## src/rtl/fetch_pkg.sv

```systemverilog
// Shared types and helpers for the fetch aligner.
// Halfword type, bubble encoding and RVC detection.
package fetch_pkg;

    typedef logic [15:0] hw_t;

    localparam logic [31:0] INS_BUBBLE = 32'h0;

    // A halfword starts a compressed instruction unless its low bits are 2'b11.
    function automatic logic is_rvc(hw_t hw);
        return hw[1:0] != 2'b11;
    endfunction

endpackage

```

## src/rtl/halfword_fifo.sv

```systemverilog
// Halfword FIFO: 0/1/2 halfword push (push0 first), 0/1/2 pop, two-entry head view.
// Ports: clk, Rst, clear, push_n_i, push0_i, push1_i, pop_n_i, head0_o, head1_o, count_o.
module halfword_fifo
    import fetch_pkg::*;
#(
    parameter  int DEPTH = 4,
    localparam int PW    = $clog2(DEPTH),
    localparam int CW    = PW + 1
) (
    input  logic          clk,
    input  logic          Rst,
    input  logic          clear,
    input  logic [1:0]    push_n_i,
    input  hw_t           push0_i,
    input  hw_t           push1_i,
    input  logic [1:0]    pop_n_i,
    output hw_t           head0_o,
    output hw_t           head1_o,
    output logic [CW-1:0] count_o
);

    hw_t           mem_q [DEPTH];
    logic [PW-1:0] wr_q, wr_d;
    logic [PW-1:0] rd_q, rd_d;
    logic [CW-1:0] count_q, count_d;

    always_comb begin
        wr_d    = wr_q + PW'(push_n_i);
        rd_d    = rd_q + PW'(pop_n_i);
        count_d = count_q + CW'(push_n_i) - CW'(pop_n_i);
        if (clear) begin
            wr_d    = '0;
            rd_d    = '0;
            count_d = '0;
        end
    end

    always_ff @(posedge clk) begin
        if (Rst) begin
            wr_q    <= '0;
            rd_q    <= '0;
            count_q <= '0;
        end else begin
            wr_q    <= wr_d;
            rd_q    <= rd_d;
            count_q <= count_d;
        end
    end

    // Storage needs no reset; count guards every read.
    always_ff @(posedge clk) begin
        if (push_n_i != 2'd0) begin
            mem_q[wr_q] <= push0_i;
        end
        if (push_n_i == 2'd2) begin
            mem_q[wr_q + PW'(1)] <= push1_i;
        end
    end

    assign head0_o = mem_q[rd_q];
    assign head1_o = mem_q[rd_q + PW'(1)];
    assign count_o = count_q;

endmodule

```

## src/rtl/fetch_aligner.sv

```systemverilog
// Fetch aligner: turns aligned imem words into RVC/32-bit instructions for Decode.
// Ports: clk, Rst, imem (fetch_addr, fw_*), control (stall, freeze, redirect*), IF/ID outputs.
module fetch_aligner
    import fetch_pkg::*;
#(
    parameter int               ADDR_W     = 32,
    parameter int               HW_DEPTH   = 4,
    parameter logic [ADDR_W-1:0] RESET_ADDR = '0
) (
    input  logic              clk,
    input  logic              Rst,
    output logic [ADDR_W-1:0] fetch_addr,
    input  logic              fw_valid,
    output logic              fw_ready,
    input  logic [31:0]       fw_data,
    input  logic              stall,
    input  logic              freeze,
    input  logic              redirect,
    input  logic [ADDR_W-1:0] redirect_addr,
    output logic [31:0]       ins,
    output logic              comp_sig,
    output logic [ADDR_W-1:0] IF_ID_pres_addr,
    output logic              ins_valid
);

    localparam int CW = $clog2(HW_DEPTH) + 1;
    localparam logic [CW-1:0] ROOM2 = CW'(HW_DEPTH - 2);

    logic [ADDR_W-1:0] fa_q, fa_d;
    logic [ADDR_W-1:0] hpc_q, hpc_d;
    logic              drop_q, drop_d;
    logic [31:0]       ins_q, ins_d;
    logic              comp_q, comp_d;
    logic              val_q, val_d;
    logic [ADDR_W-1:0] pc_q, pc_d;

    hw_t           head0, head1;
    logic [CW-1:0] count;
    logic [1:0]    push_n, pop_n;
    hw_t           push0;
    logic          push, head_rvc, complete, pop, clear;

    halfword_fifo #(.DEPTH(HW_DEPTH)) u_fifo (
        .clk      (clk),
        .Rst      (Rst),
        .clear    (clear),
        .push_n_i (push_n),
        .push0_i  (push0),
        .push1_i  (fw_data[31:16]),
        .pop_n_i  (pop_n),
        .head0_o  (head0),
        .head1_o  (head1),
        .count_o  (count)
    );

    // No same-cycle pop credit: room is judged on the current count only.
    assign fw_ready = !Rst && !freeze && !redirect && (count <= ROOM2);
    assign push     = fw_valid && fw_ready;
    assign push_n   = !push ? 2'd0 : (drop_q ? 2'd1 : 2'd2);
    assign push0    = drop_q ? fw_data[31:16] : fw_data[15:0];

    assign head_rvc = is_rvc(head0);
    assign complete = head_rvc ? (count >= CW'(1)) : (count >= CW'(2));
    assign pop      = !Rst && !freeze && !redirect && !stall && complete;
    assign pop_n    = !pop ? 2'd0 : (head_rvc ? 2'd1 : 2'd2);
    assign clear    = !freeze && redirect;

    always_comb begin
        fa_d   = fa_q;
        hpc_d  = hpc_q;
        drop_d = drop_q;
        ins_d  = ins_q;
        comp_d = comp_q;
        val_d  = val_q;
        pc_d   = pc_q;
        if (freeze) begin
            // hold everything
        end else if (redirect) begin
            fa_d   = {redirect_addr[ADDR_W-1:2], 2'b00};
            hpc_d  = redirect_addr;
            drop_d = redirect_addr[1];
            ins_d  = INS_BUBBLE;
            comp_d = 1'b0;
            val_d  = 1'b0;
        end else begin
            if (push) begin
                fa_d   = fa_q + ADDR_W'(4);
                drop_d = 1'b0;
            end
            if (!stall) begin
                if (complete) begin
                    ins_d  = head_rvc ? {16'h0, head0} : {head1, head0};
                    comp_d = head_rvc;
                    val_d  = 1'b1;
                    pc_d   = hpc_q;
                    hpc_d  = hpc_q + (head_rvc ? ADDR_W'(2) : ADDR_W'(4));
                end else begin
                    ins_d  = INS_BUBBLE;
                    comp_d = 1'b0;
                    val_d  = 1'b0;
                end
            end
        end
    end

    always_ff @(posedge clk) begin
        if (Rst) begin
            fa_q   <= {RESET_ADDR[ADDR_W-1:2], 2'b00};
            hpc_q  <= RESET_ADDR;
            drop_q <= RESET_ADDR[1];
            ins_q  <= INS_BUBBLE;
            comp_q <= 1'b0;
            val_q  <= 1'b0;
            pc_q   <= RESET_ADDR;
        end else begin
            fa_q   <= fa_d;
            hpc_q  <= hpc_d;
            drop_q <= drop_d;
            ins_q  <= ins_d;
            comp_q <= comp_d;
            val_q  <= val_d;
            pc_q   <= pc_d;
        end
    end

    assign fetch_addr      = fa_q;
    assign ins             = ins_q;
    assign comp_sig        = comp_q;
    assign ins_valid       = val_q;
    assign IF_ID_pres_addr = pc_q;

endmodule

```

## config.mk

```make
export PLATFORM = sky130hd
export DESIGN_NAME = fetch_aligner
export DESIGN_NICKNAME = d
export VERILOG_FILES = /design/src/rtl/fetch_pkg.sv /design/src/rtl/halfword_fifo.sv /design/src/rtl/fetch_aligner.sv
export SDC_FILE = /design/constraint.sdc
export NUM_CORES = 1
export LEC_CHECK = 0
export CAP_MARGIN = 20
export CELL_PAD_IN_SITES_DETAIL_PLACEMENT = 0
export CELL_PAD_IN_SITES_GLOBAL_PLACEMENT = 1
export CORE_ASPECT_RATIO = 0.7
export CORE_MARGIN = 1
export CORE_UTILIZATION = 42
export DETAILED_ROUTE_END_ITERATION = 7
export PLACE_DENSITY = 0.85
export SLEW_MARGIN = 10
export SYNTH_ARGS = -nofsm -noshare
export SYNTH_HDL_FRONTEND = slang
export SYNTH_SLANG_ARGS = --single-unit
```

## constraint.sdc

```tcl
create_clock -name clk -period 4.6 [get_ports clk]
set_input_delay 0.92 -clock clk [delete_from_list [all_inputs] [get_ports clk]]
set_output_delay 0.92 -clock clk [all_outputs]
set_load 0.02 [all_outputs]
```

Yosys cells after proc, flatten, opt, wreduce, memory -nomap -nowiden
Memory sizes are Yosys's and may differ from the RTL's. A register that Yosys moved wholly into a read port is not among the register bits.
Cells that the tools add are included.

storage, ports and cells
  bits in writable memories = 64
  output and inout bits = 99
  memories = 1
  bits in registers = 138
  input bits = 70

cells by class
  eq/ne operators = 3
  reductions and logical operators = 19
  $add $sub $neg = 8
  bitwise operators = 3
  multiplexer cells = 29
  order comparisons = 3

memory list
  name          depth  width  rd ports  clocked after memory_dff  wr ports  RTL line             source
  u_fifo.mem_q  4      16     2         1                         2         halfword_fifo.sv:22  hw_t mem_q [DEPTH];

operators by type and width
  cell                     count
  $mux W32                 9
  $add A32 B3 Y32          1
  $add A32 B3 Y32 const B  1
  $mux W16                 1
  $mux W1                  13
  $mux W2                  5
  $logic_and A1 B1 Y1      7
  $reduce_bool A2 Y1       3
  $add A2 B1 Y2 const B    2
  $add A2 B2 Y2            2
  $logic_not A1 Y1         4
  $reduce_and A2 Y1        2
  $reduce_and A4 Y1        1
  $add A3 B2 Y3            1
  $ge A3 B1 Y1 const B     1
  $ge A3 B2 Y1 const B     1
  $le A3 B2 Y1 const B     1
  $mux W3                  1
  $not A1 Y1               3
  $reduce_and A3 Y1        1
  $sub A3 B2 Y3            1
  $eq A2 B2 Y1 const B     1
  $ne A2 B1 Y1 const B     1
  $ne A2 B2 Y1 const B     1
  $reduce_or A2 Y1         1

Longest topological paths before layout
  depth in word-level cells = 9
  depth in mapped cells = 13
  mapped depth without buffers = 11

Hierarchy
From an unflattened synthesis, not the netlist that was laid out.

second synthesis, totals
  cells, all modules = 987
  area, all modules = 10319.9 µm²

by module, submodules not included
  module         cells each  area an instance (µm²)  instances
  fetch_aligner  771         6336.1                  1
  halfword_fifo  216         3983.8                  1

Worst setup path after synthesis
OpenSTA, ideal clock, no wires.

  path kind = input -> register
  start = in Rst
  end = mem u_fifo.mem_q[1][0] in the netlist's numbering (enable)
  stages = 5
  slack = 1.097 ns
  arrival time = 3.093 ns
  path through = clkbuf_1 > nor4_1 > nand3_1 > clkbuf_1 > nor3_1

RTL lines
  element             RTL line             source
  start: declaration  fetch_aligner.sv:11  input logic Rst,
  end: declaration    halfword_fifo.sv:22

Final worst setup path
  start = in freeze
  end = out fw_ready

between the ends
  cells in the longest elaborated chain, start to end = 4

RTL lines
  element                           RTL line             source
  start: declaration                fetch_aligner.sv:17  input logic freeze,
  $logic_not A1 Y1                  fetch_aligner.sv:57  assign fw_ready = !Rst && !freeze && !redirect && (count <= ROOM2);
  $logic_and A1 B1 Y1 (3 in a row)  fetch_aligner.sv:57
  end: declaration                  fetch_aligner.sv:14  output logic fw_ready,

Every way passes these cells.

==> flow_summary.yaml <==
run_status:
  status: "completed"
grt:
  grt_max_degree: 71
  grt.overflow.total: 0
  antenna_found_initial: 0
  grt_usage_pct: 26.0
  first_global_vias: 8536
  grt_pass1_wl_mm: 50.2
job:
  maxCapViolations: 0
min_path:
  hp-class: "reg -> reg"
  min_from: "ins[31]"
  hold_depth: 2
  hold_end: "ins[31]"
routing:
  wirelength_mm: 33.1
  num_vias: 9283
  drt_pass1_iterations: 5
  postRouteAntennaNets: 0
  drc_errors: 0
  first_iter_violations: 1136
  vias_per_cell: 5.99
  wl_per_cell_microns: 21.4
setup_path:
  required_ns: 3.68
  rrSetupSlack_ns: 1.16
  critPathKind: "in -> out"
  cp-end-kind: "output port"
  cp-start-kind: "primary input"
  rr_startpoint: "u_fifo.rd_q[1]"
  rr_endpoint: "u_fifo.count_o[2]"
  cp.arrival_ns: 3.03
  rr_worst_depth: 9
  cp_max_fo: 8
synth:
  syn_area_sq_um: 10400
  ys_warn_count: 0
  synth-edff-count: 64
  ys_types: 71
  avgSynthCellArea_sq_um: 9.55
  synthCells: 1092
  ys_ff_latch: 200
  ys_seq_area_share_pct: 44.6
  synthFlopType: "dfxtp_1"
  yosysTopAreaCellShare_pct: 26.1
  async_flop_share_pct: 0
  ys_top_cells_by_area: "dfxtp_1 (26%), edfxtp_1 (18%), mux2_2 (7.1%)"
  synth_area_leader_cell: "dfxtp_1"
final_layout:
  nets: 1297
  fin_util_pct: 54.0
  diodes: 0
  drive_gt1_share_pct: 14.2
  area_delta_synth_final_pct: 24.3
placement:
  port_buffers: 166
  finalWeightedCongestion: 0.885
  detailed_place_hpwl_mm: 22.7
  dp_slack_ns: 0.549
sta:
  fin_ws_ns: 0.646
  maxSlewHeadroom_pct: 25.4
  drv_slew: 0
  fin_crit_sh_pct: 86.0
  rsz0062_at_grt: "no"
  skew_ns: 0.0114
  fin_crit_ns: 3.95
  fmax_ghz: 0.253
  setup_violations: 0
  final_hold_viol_count: 0
  tns_ns: 0
  tightest_slew_ns: 1.11
die:
  die_w_microns: 190
  ios: 169
  start_util_pct: 43.4
  die_area_sq_um: 25500
  core-area_sq_um: 24000
  die_h_microns: 134
  core.rowCount: 47
clocking:
  cts_sinks: 200
  cts_buffers: 17
  cts_resized: 0
  insertion_delay_ns: 0.44
  clockBufferDepth: 2
  clk_pin_slew_ns: 0.07
  postCtsSetupRepairBufs: 0
  cts_tree: "done"
  clock-root-buffer: "clkbuf_16"
  cts_max_level: 4
  hold_buffers: 0
power_and_ir_drop:
  clkPwrFrac_pct: 39.9
  switching_share_pct: 26.4
  p_per_area_nw_per_um2: 306
  vdd_drop_max_v: 0.000264
  combPwrFrac_pct: 11.6
  power_frac_seq_pct: 48.5
  p_int_mw: 2.92
  p_leak_nw: 4.28
  power_switching_mw: 1.05
==> cells by family after synthesis <==
group | after synthesis | synth area share, %
AO/OA/AOI/OAI | 286 | 18.2
adder cells (fa/ha/maj) | 8 | 1.10
flip-flops | 200 | 44.6
buffers and inverters | 122 | 4.78
XOR/XNOR | 6 | 0.504
AND/OR/NAND/NOR | 367 | 16.6
other | 1 | 0.0360
multiplexers | 102 | 14.2
==> worst max-delay path: stages <==
cell	delay [ns]
clkdlybuf4s50_1	0.66
nor4_1	0.61
and2_1	0.21
clkdlybuf4s50_1	0.62
==> synth_stat cells (all sizes together), types with 7 or more instances <==
master and count:
nand3 30, mux4 30, nor2 64, o2111ai 8, and2 12, inv 35, o211ai 10, nor3 26
mux2 66, o31ai 11, a22oi 17, o22ai 7, a21o 7, a31oi 17, nor4 11, clkbuf 65
and3 19, dfxtp 136, and4 11, edfxtp 64, o21ai 58, nand4 19, or3 7, nand2 149
a211oi 14, buf 22, a21oi 83
==> power by group through the flow <==
stage / Sequential, mW / Combinational [mW] / Clock, mW
after floorplan: 1.96 / 0.241 / 0
after global placement: 1.96 / 0.443 / 0
after detailed placement: 1.96 / 0.450 / 0
after CTS: 1.92 / 0.454 / 1.60
after global routing: 1.93 / 0.492 / 1.67
final: 1.92 / 0.460 / 1.58
==> through the flow <==
step	std cells	hold WS, ns	total power [mW]	cell area (sq um)
finish	1550	0.455	3.96	13000
global route	1550	0.479	4.09	13000
CTS	1550	0.457	3.98	13000
detailed placement	1518	0.444	2.41	12300
global placement	1518	0.433	2.40	12300
floorplan	1093	0.432	2.20	10400
==> layout by cell type, fill, tap and decap left out, types with 5 or more instances in the layout <==
| master | netlist | final |
|---|---|---|
| clkdlybuf4s50_1 | 0 | 164 |
| nand2_1 | 149 | 149 |
| dfxtp_1 | 136 | 135 |
| a21oi_1 | 83 | 83 |
| mux2_2 | 66 | 66 |
| nor2_1 | 64 | 64 |
| edfxtp_1 | 64 | 64 |
| o21ai_0 | 54 | 54 |
| inv_1 | 34 | 34 |
| nand3_1 | 30 | 30 |
| mux4_2 | 30 | 30 |
| buf_4 | 4 | 29 |
| nor3_1 | 26 | 25 |
| and3_1 | 19 | 19 |
| nand4_1 | 19 | 19 |
| clkbuf_16 | 0 | 18 |
| a22oi_1 | 17 | 17 |
| a31oi_1 | 17 | 16 |
| a211oi_1 | 14 | 14 |
| and2_1 | 12 | 12 |
| nor4_1 | 11 | 11 |
| and4_1 | 11 | 11 |
| o31ai_1 | 10 | 10 |
| o211ai_1 | 10 | 10 |
| o2111ai_1 | 8 | 8 |
| or3_1 | 7 | 7 |
| a21o_1 | 7 | 7 |
| o22ai_1 | 7 | 7 |
| mux2i_1 | 6 | 6 |
| ha_1 | 6 | 6 |
| inv_6 | 0 | 6 |
| a311oi_1 | 5 | 5 |
==> sequential cells by signal, summed over array words and instances, names as in the netlist <==
signal / cells
u_fifo.wr_q: 2
u_fifo.mem_q: 64
u_fifo.count_o: 3
u_fifo.rd_q: 2
ins: 32
comp_sig: 1
IF_ID_pres_addr: 32
ins_valid: 1
fetch_addr: 30
hpc_q: 32
drop_q: 1
==> metal layers <==
metal  wire, microns  track usage [%]  up-vias
li1                -                -     4348
met3            3150             6.41       29
met4             359             6.67        0
met1           15700             39.4     4473
met2           13900             36.3      433
met5               0                0        -
==> final cells by class <==
type | instances | area [sq um]
clock inverter | 13 | 154
clock buffer | 19 | 454
sequential | 200 | 4650
inverter | 35 | 131
timing repair buffer | 194 | 1860
multi-input combinational | 771 | 5310
fill | 2204 | 11000
tap | 318 | 398
==> worst max-delay path by stage <==
stage | startpoint | endpoint | cells after the start
4_1_cts | freeze | fw_ready | 4
5_1_grt | freeze | fw_ready | 4
3_5_place_dp | freeze | u_fifo.count_o[2] | 9
6_report | freeze | fw_ready | 4
2_1_floorplan | Rst | u_fifo.mem_q[1][0] | 5
3_3_place_gp | freeze | u_fifo.count_o[2] | 9
(Power assumes the default switching activity.)
